File: src/rtl/syn_pkg.sv
// ============================================================================
// Module : syn_pkg
// Brief  : Shared types, default sizes and saturation helpers for synapse_pe.
// Rev    : 1.0  initial release
// ============================================================================
`default_nettype none

package syn_pkg;

  localparam int SYN_DATA_W = 16;
  localparam int SYN_ACC_W  = 40;
  localparam int SYN_DEPTH  = 64;

  typedef enum logic [1:0] {
    ST_IDLE  = 2'd0,
    ST_RUN   = 2'd1,
    ST_FLUSH = 2'd2,
    ST_OUT   = 2'd3
  } syn_state_e;

  function automatic longint sat_hi(input int data_w);
    return (longint'(1) <<< (data_w - 1)) - 64'sd1;
  endfunction

  function automatic longint sat_lo(input int data_w);
    return -(longint'(1) <<< (data_w - 1));
  endfunction

endpackage

`default_nettype wire

File: src/rtl/synapse_wmem.sv
// ============================================================================
// Module : synapse_wmem
// Brief  : Weight store, one synchronous write port, one asynchronous read.
// Rev    : 1.0  initial release
// ============================================================================
`default_nettype none

module synapse_wmem
  import syn_pkg::*;
#(
  parameter int  DATA_W = SYN_DATA_W,
  parameter int  DEPTH  = SYN_DEPTH,
  localparam int AW     = $clog2(DEPTH)
) (
  input  logic              clk,
  input  logic              we,
  input  logic [AW-1:0]     waddr,
  input  logic [DATA_W-1:0] wdata,
  input  logic [AW-1:0]     raddr,
  output logic [DATA_W-1:0] rdata
);

  logic [DATA_W-1:0] r_mem [DEPTH];

  always_ff @(posedge clk) begin
    if (we) begin
      r_mem[waddr] <= wdata;
    end
  end

  // Same-cycle read of a written address sees the old weight.
  assign rdata = r_mem[raddr];

endmodule

`default_nettype wire

File: src/rtl/synapse_pe.sv
// ============================================================================
// Module : synapse_pe
// Brief  : Streaming dot-product processing element with shift/ReLU/saturate.
// Rev    : 1.0  initial release
// ============================================================================
`default_nettype none

module synapse_pe
  import syn_pkg::*;
#(
  parameter int  DATA_W = SYN_DATA_W,
  parameter int  ACC_W  = SYN_ACC_W,
  parameter int  DEPTH  = SYN_DEPTH,
  localparam int AW     = $clog2(DEPTH),
  localparam int SW     = $clog2(ACC_W)
) (
  input  logic              clk,
  input  logic              rst,
  input  logic              start,
  input  logic [AW-1:0]     cfg_len,
  input  logic [SW-1:0]     cfg_shift,
  input  logic              cfg_relu,
  output logic              busy,
  input  logic              w_we,
  input  logic [AW-1:0]     w_addr,
  input  logic [DATA_W-1:0] w_data,
  input  logic              x_valid,
  input  logic [DATA_W-1:0] x_data,
  output logic              x_ready,
  output logic              f_valid,
  output logic [DATA_W-1:0] f_data,
  output logic              y_valid,
  output logic [DATA_W-1:0] y_data,
  input  logic              y_ready
);

  localparam int PW = 2 * DATA_W;

  generate
    if (ACC_W < PW + AW) begin : g_acc_w_check
      $error("synapse_pe: ACC_W too small for DATA_W and DEPTH");
    end
  endgenerate

  localparam logic signed [ACC_W-1:0] c_sat_hi = ACC_W'(sat_hi(DATA_W));
  localparam logic signed [ACC_W-1:0] c_sat_lo = ACC_W'(sat_lo(DATA_W));

  syn_state_e               r_state;
  logic [AW-1:0]            r_cnt;
  logic [AW-1:0]            r_len;
  logic [SW-1:0]            r_shift;
  logic                     r_relu;
  logic signed [PW-1:0]     r_m;
  logic                     r_pend;
  logic signed [ACC_W-1:0]  r_acc;
  logic                     r_f_valid;
  logic [DATA_W-1:0]        r_f_data;
  logic                     r_y_valid;
  logic [DATA_W-1:0]        r_y_data;

  logic [DATA_W-1:0]        w_rd;
  logic signed [PW-1:0]     w_prod;
  logic signed [ACC_W-1:0]  w_m_ext;
  logic signed [ACC_W-1:0]  w_acc_final;
  logic signed [ACC_W-1:0]  w_shifted;
  logic signed [ACC_W-1:0]  w_clamped;
  logic [DATA_W-1:0]        w_result;

  synapse_wmem #(
    .DATA_W (DATA_W),
    .DEPTH  (DEPTH)
  ) u_wmem (
    .clk   (clk),
    .we    (w_we),
    .waddr (w_addr),
    .wdata (w_data),
    .raddr (r_cnt),
    .rdata (w_rd)
  );

  assign w_prod      = $signed(x_data) * $signed(w_rd);
  assign w_m_ext     = {{(ACC_W-PW){r_m[PW-1]}}, r_m};
  // The product registered on the last accept is still pending in FLUSH.
  assign w_acc_final = r_pend ? (r_acc + w_m_ext) : r_acc;
  assign w_shifted   = w_acc_final >>> r_shift;
  assign w_clamped   = (r_relu && w_shifted[ACC_W-1]) ? '0 : w_shifted;

  always_comb begin
    w_result = w_clamped[DATA_W-1:0];
    if (w_clamped > c_sat_hi) begin
      w_result = c_sat_hi[DATA_W-1:0];
    end else if (w_clamped < c_sat_lo) begin
      w_result = c_sat_lo[DATA_W-1:0];
    end
  end

  always_ff @(posedge clk or negedge rst) begin
    if (!rst) begin
      r_state   <= ST_IDLE;
      r_cnt     <= '0;
      r_len     <= '0;
      r_shift   <= '0;
      r_relu    <= 1'b0;
      r_m       <= '0;
      r_pend    <= 1'b0;
      r_acc     <= '0;
      r_f_valid <= 1'b0;
      r_f_data  <= '0;
      r_y_valid <= 1'b0;
      r_y_data  <= '0;
    end else begin
      r_f_valid <= 1'b0;
      case (r_state)
        ST_IDLE: begin
          if (start) begin
            r_state <= ST_RUN;
            r_cnt   <= '0;
            r_acc   <= '0;
            r_pend  <= 1'b0;
            r_len   <= cfg_len;
            r_shift <= cfg_shift;
            r_relu  <= cfg_relu;
          end
        end
        ST_RUN: begin
          if (x_valid) begin
            r_m       <= w_prod;
            r_pend    <= 1'b1;
            r_acc     <= w_acc_final;
            r_cnt     <= r_cnt + 1'b1;
            r_f_data  <= x_data;
            r_f_valid <= 1'b1;
            if (r_cnt == r_len) begin
              r_state <= ST_FLUSH;
            end
          end
        end
        ST_FLUSH: begin
          r_acc     <= w_acc_final;
          r_pend    <= 1'b0;
          r_y_data  <= w_result;
          r_y_valid <= 1'b1;
          r_state   <= ST_OUT;
        end
        ST_OUT: begin
          if (y_ready) begin
            r_y_valid <= 1'b0;
            r_state   <= ST_IDLE;
          end
        end
        default: r_state <= ST_IDLE;
      endcase
    end
  end

  assign busy    = (r_state != ST_IDLE);
  assign x_ready = (r_state == ST_RUN);
  assign f_valid = r_f_valid;
  assign f_data  = r_f_data;
  assign y_valid = r_y_valid;
  assign y_data  = r_y_data;

endmodule

`default_nettype wire

File: config.mk
export PLATFORM = sky130hd
export DESIGN_NAME = synapse_pe
export DESIGN_NICKNAME = d
export VERILOG_FILES = /design/src/rtl/syn_pkg.sv /design/src/rtl/synapse_wmem.sv /design/src/rtl/synapse_pe.sv
export SDC_FILE = /design/constraint.sdc
export NUM_CORES = 2
export LEC_CHECK = 0
export CORE_MARGIN = 4
export CORE_UTILIZATION = 45
export DETAILED_ROUTE_END_ITERATION = 8
export SLEW_MARGIN = 20
export SYNTH_ARGS = -nofsm -noshare
export SYNTH_HDL_FRONTEND = slang
export SYNTH_SLANG_ARGS = --single-unit
File: constraint.sdc
create_clock -name clk -period 16.2 [get_ports clk]
set_input_delay 4.86 -clock clk [delete_from_list [all_inputs] [get_ports clk]]
set_output_delay 4.86 -clock clk [all_outputs]
set_load 0.05 [all_outputs]
==> impl_metrics.json <==
{
  "fin_setup_tns_ns": 0,
  "status": "finished, final reports clean",
  "async_flop_share_pct": 11.11,
  "start_util_pct": 45.44,
  "rsz0062_at_grt": "no",
  "drt-vias-per-instance": 5.882,
  "r2r_start": "r_cnt[0]",
  "gp_congestion": 0.9137,
  "drt-initial-drc-count": 3350,
  "ys.flop_type": "edfxtp_1",
  "synth_top_family_by_area": "multiplexers",
  "grt_pass1_vias": 36840,
  "path_class": "in2reg",
  "required_ns": 16.88,
  "synth-compound-area-share_pct": 6.668,
  "die_w_um": 375.8,
  "synth_edf_count": 1024,
  "syn-cell-area_mm2": 0.06087,
  "layout_commonest_cell": "edfxtp_1",
  "clkLatencyLatePin_ns": 0.75,
  "holdCritStartpoint": "r_m[29]",
  "cts_tree": "done",
  "worst_slew_pin_slew_ns": 1.080,
  "synth_xor_area_share_pct": 0.9496,
  "yosysTopAreaCellShare_pct": 50.51,
  "firstDrtPassIters": 6,
  "wl_mm": 154.6,
  "finalClockSkew_ns": 0.05265,
  "final_layout_size_suffix_gt1_share_pct": 17.78,
  "coreArea_mm2": 0.1340,
  "synth_seq_cells": 1152,
  "grt_max_degree": 90,
  "htree_num_levels": 3,
  "cp-start-kind": "input port",
  "synthTopCellsByArea": "edfxtp_1 (51%), mux4_2 (13%), fa_1 (8.6%)",
  "dr_total_vias": 35660,
  "fin_nets": 4640,
  "grt_pass1_wl_mm": 235.2,
  "yosys.area.top_type": "edfxtp_1",
  "clockRootBuffer": "clkbuf_16",
  "setup_viol": 0,
  "syn_nets": 4555,
  "cts.repair.resized": 0,
  "post-route-period-util_pct": 73.50,
  "antenna_found_initial": 12,
  "cts_max_path_buffers": 3,
  "ctsHoldBuffers": 0,
  "cts_inserted_buffers": 116,
  "drv_slew": 0,
  "arrival_ns": 12.59,
  "layout_min_cycle_time_ns": 11.91,
  "postSynthCellCount": 4108,
  "ant_nets": 0,
  "grt-ovfl-total": 0,
  "rows": 134,
  "grt_usage_pct": 22.13,
  "final_cell_mix": "edfxtp_1 (1024), mux4_2 (350), inv_1 (345), nand2_1 (280), fa_1 (263)",
  "fmax_mhz": 83.99,
  "dieHeight_um": 375.8,
  "wl_met2_mm": 77.92,
  "ys_seq_area_share_pct": 55.78,
  "maxCapViolCount": 0,
  "worstHoldPathType": "reg2reg",
  "top_layer": "met4",
  "ys_warn_count": 0,
  "drc_errors": 0,
  "io_buffers": 92,
  "wl_per_cell_um": 25.49,
  "synth-simple-area-share_pct": 7.032,
  "path_clk_slew_ns": 0.06,
  "syn_to_final_growth_pct": 11.26,
  "drt-met1-wl_mm": 64.85,
  "cts.sinks": 1152,
  "end_kind": "flip-flop",
  "max-slew-margin-rel_pct": 27.32,
  "crit_fanout": 17,
  "dpl.hpwl_mm": 100.5,
  "crit_path_start": "x_data[8]",
  "nFillCells": 11330,
  "final_hold_viol_count": 0,
  "synth_mux_area_share_pct": 14.71,
  "syn_area_per_cell_um2": 14.82,
  "io-pin-count": 93,
  "die_area_mm2": 0.1412,
  "cts_setup_buffers": 0,
  "wl_met3_mm": 8.761,
  "synth_fa_ha_area_share_pct": 11.26,
  "synth_cell_types": 98
}
==> per-stage QoR <==
| step | hold WS, ns | utilization, % | instances | cell area [um2] | setup slack [ns] |
|---|---|---|---|---|---|
| 3_5_place_dp | 0.4856 | 47.75 | 5843 | 63970 | 3.645 |
| 4_1_cts | 0.4995 | 50.53 | 6060 | 67690 | 4.440 |
| 5_1_grt | 0.5123 | 50.55 | 6060 | 67720 | 3.990 |
| 6_report | 0.4969 | 50.56 | 6063 | 67730 | 4.294 |
| 2_1_floorplan | 0.4498 | - | 4108 | 60870 | 5.241 |
| 3_3_place_gp | 0.4749 | 47.73 | 5843 | 63940 | 3.765 |
==> per-layer routing <==
metal	track usage, %	up-vias
met4	4.926	0
met1	30.28	18670
li1	-	15670
met5	0	-
met2	38.00	1115
met3	3.004	208
==> worst max-delay path, cell delays in order <==
cell,delay (ns)
clkdlybuf4s50_1,0.85
and2_1,0.36
fa_1,0.48
inv_1,0.06
fa_1,0.58
fa_1,0.47
fa_1,0.57
inv_1,0.05
fa_1,0.49
inv_1,0.05
fa_1,0.47
inv_1,0.04
ha_1,0.32
a21o_1,0.19
a21oi_1,0.21
nand2b_1,0.09
o221ai_1,0.25
a211oi_1,0.17
o41ai_1,0.73
a221oi_1,0.29
o311a_1,0.43
or4_1,0.48
nand3_1,0.09
==> final timing paths <==
| kind | to | slack, ns | cells after the start |
|---|---|---|---|
| max | r_m[30] | 4.29 | 23 |
| min | r_m[29] | 0.50 | 2 |
| max reg2reg | r_m[30] | 5.65 | 26 |
| min reg2reg | r_m[29] | 0.50 | 2 |
| max in group asynchronous | r_shift[0] | 10.49 | 3 |
| min in group asynchronous | f_data[8] | 4.05 | 1 |
==> cells by family (layout without fill, tap and decap cells) <==
family                     count (synthesis)  after routing
AOI/OAI and AO/OA                        587            587
xor gates and xnor gates                  66             66
adders and majority gates                390            390
buffers and inverters                    575            759
DFF                                     1152           1152
muxes                                    451            451
other                                      0              3
and+or+nand+nor                          887            887
==> flip-flops by register name (all words and copies together) (netlist names) <==
name,count
r_cnt,6
r_len,6
r_acc,40
r_m,32
r_relu,1
r_pend,1
r_shift,6
f_data,16
r_state,2
y_valid,1
u_wmem.r_mem,1024
f_valid,1
y_data,16
==> area by class of cell <==
type	count	area (um2)	share of cell area [%]
sequential	1152	33970	50.16
multi-input combinational	2381	24840	36.68
clock buffer	148	3105	4.585
tap	1768	2212	3.266
timing repair buffer	194	1655	2.444
inverter	348	1306	1.929
clock inverter	69	624.3	0.9219
antenna	3	7.507	0.01108
==> cells in the mapped netlist, drive strengths merged (45+ instances only) <==
| library cell | n |
|---|---|
| clkbuf | 160 |
| o21ai | 129 |
| nand2 | 281 |
| nor2 | 215 |
| and2 | 161 |
| mux2i | 51 |
| nor3 | 50 |
| mux2 | 50 |
| nand3 | 45 |
| mux4 | 350 |
| fa | 263 |
| inv | 347 |
| buf | 67 |
| a21oi | 110 |
| dfrtp | 128 |
| ha | 127 |
| edfxtp | 1024 |
Power is not shown: default switching activity piles up to over one toggle a cycle in this logic, so the estimate is an artifact.
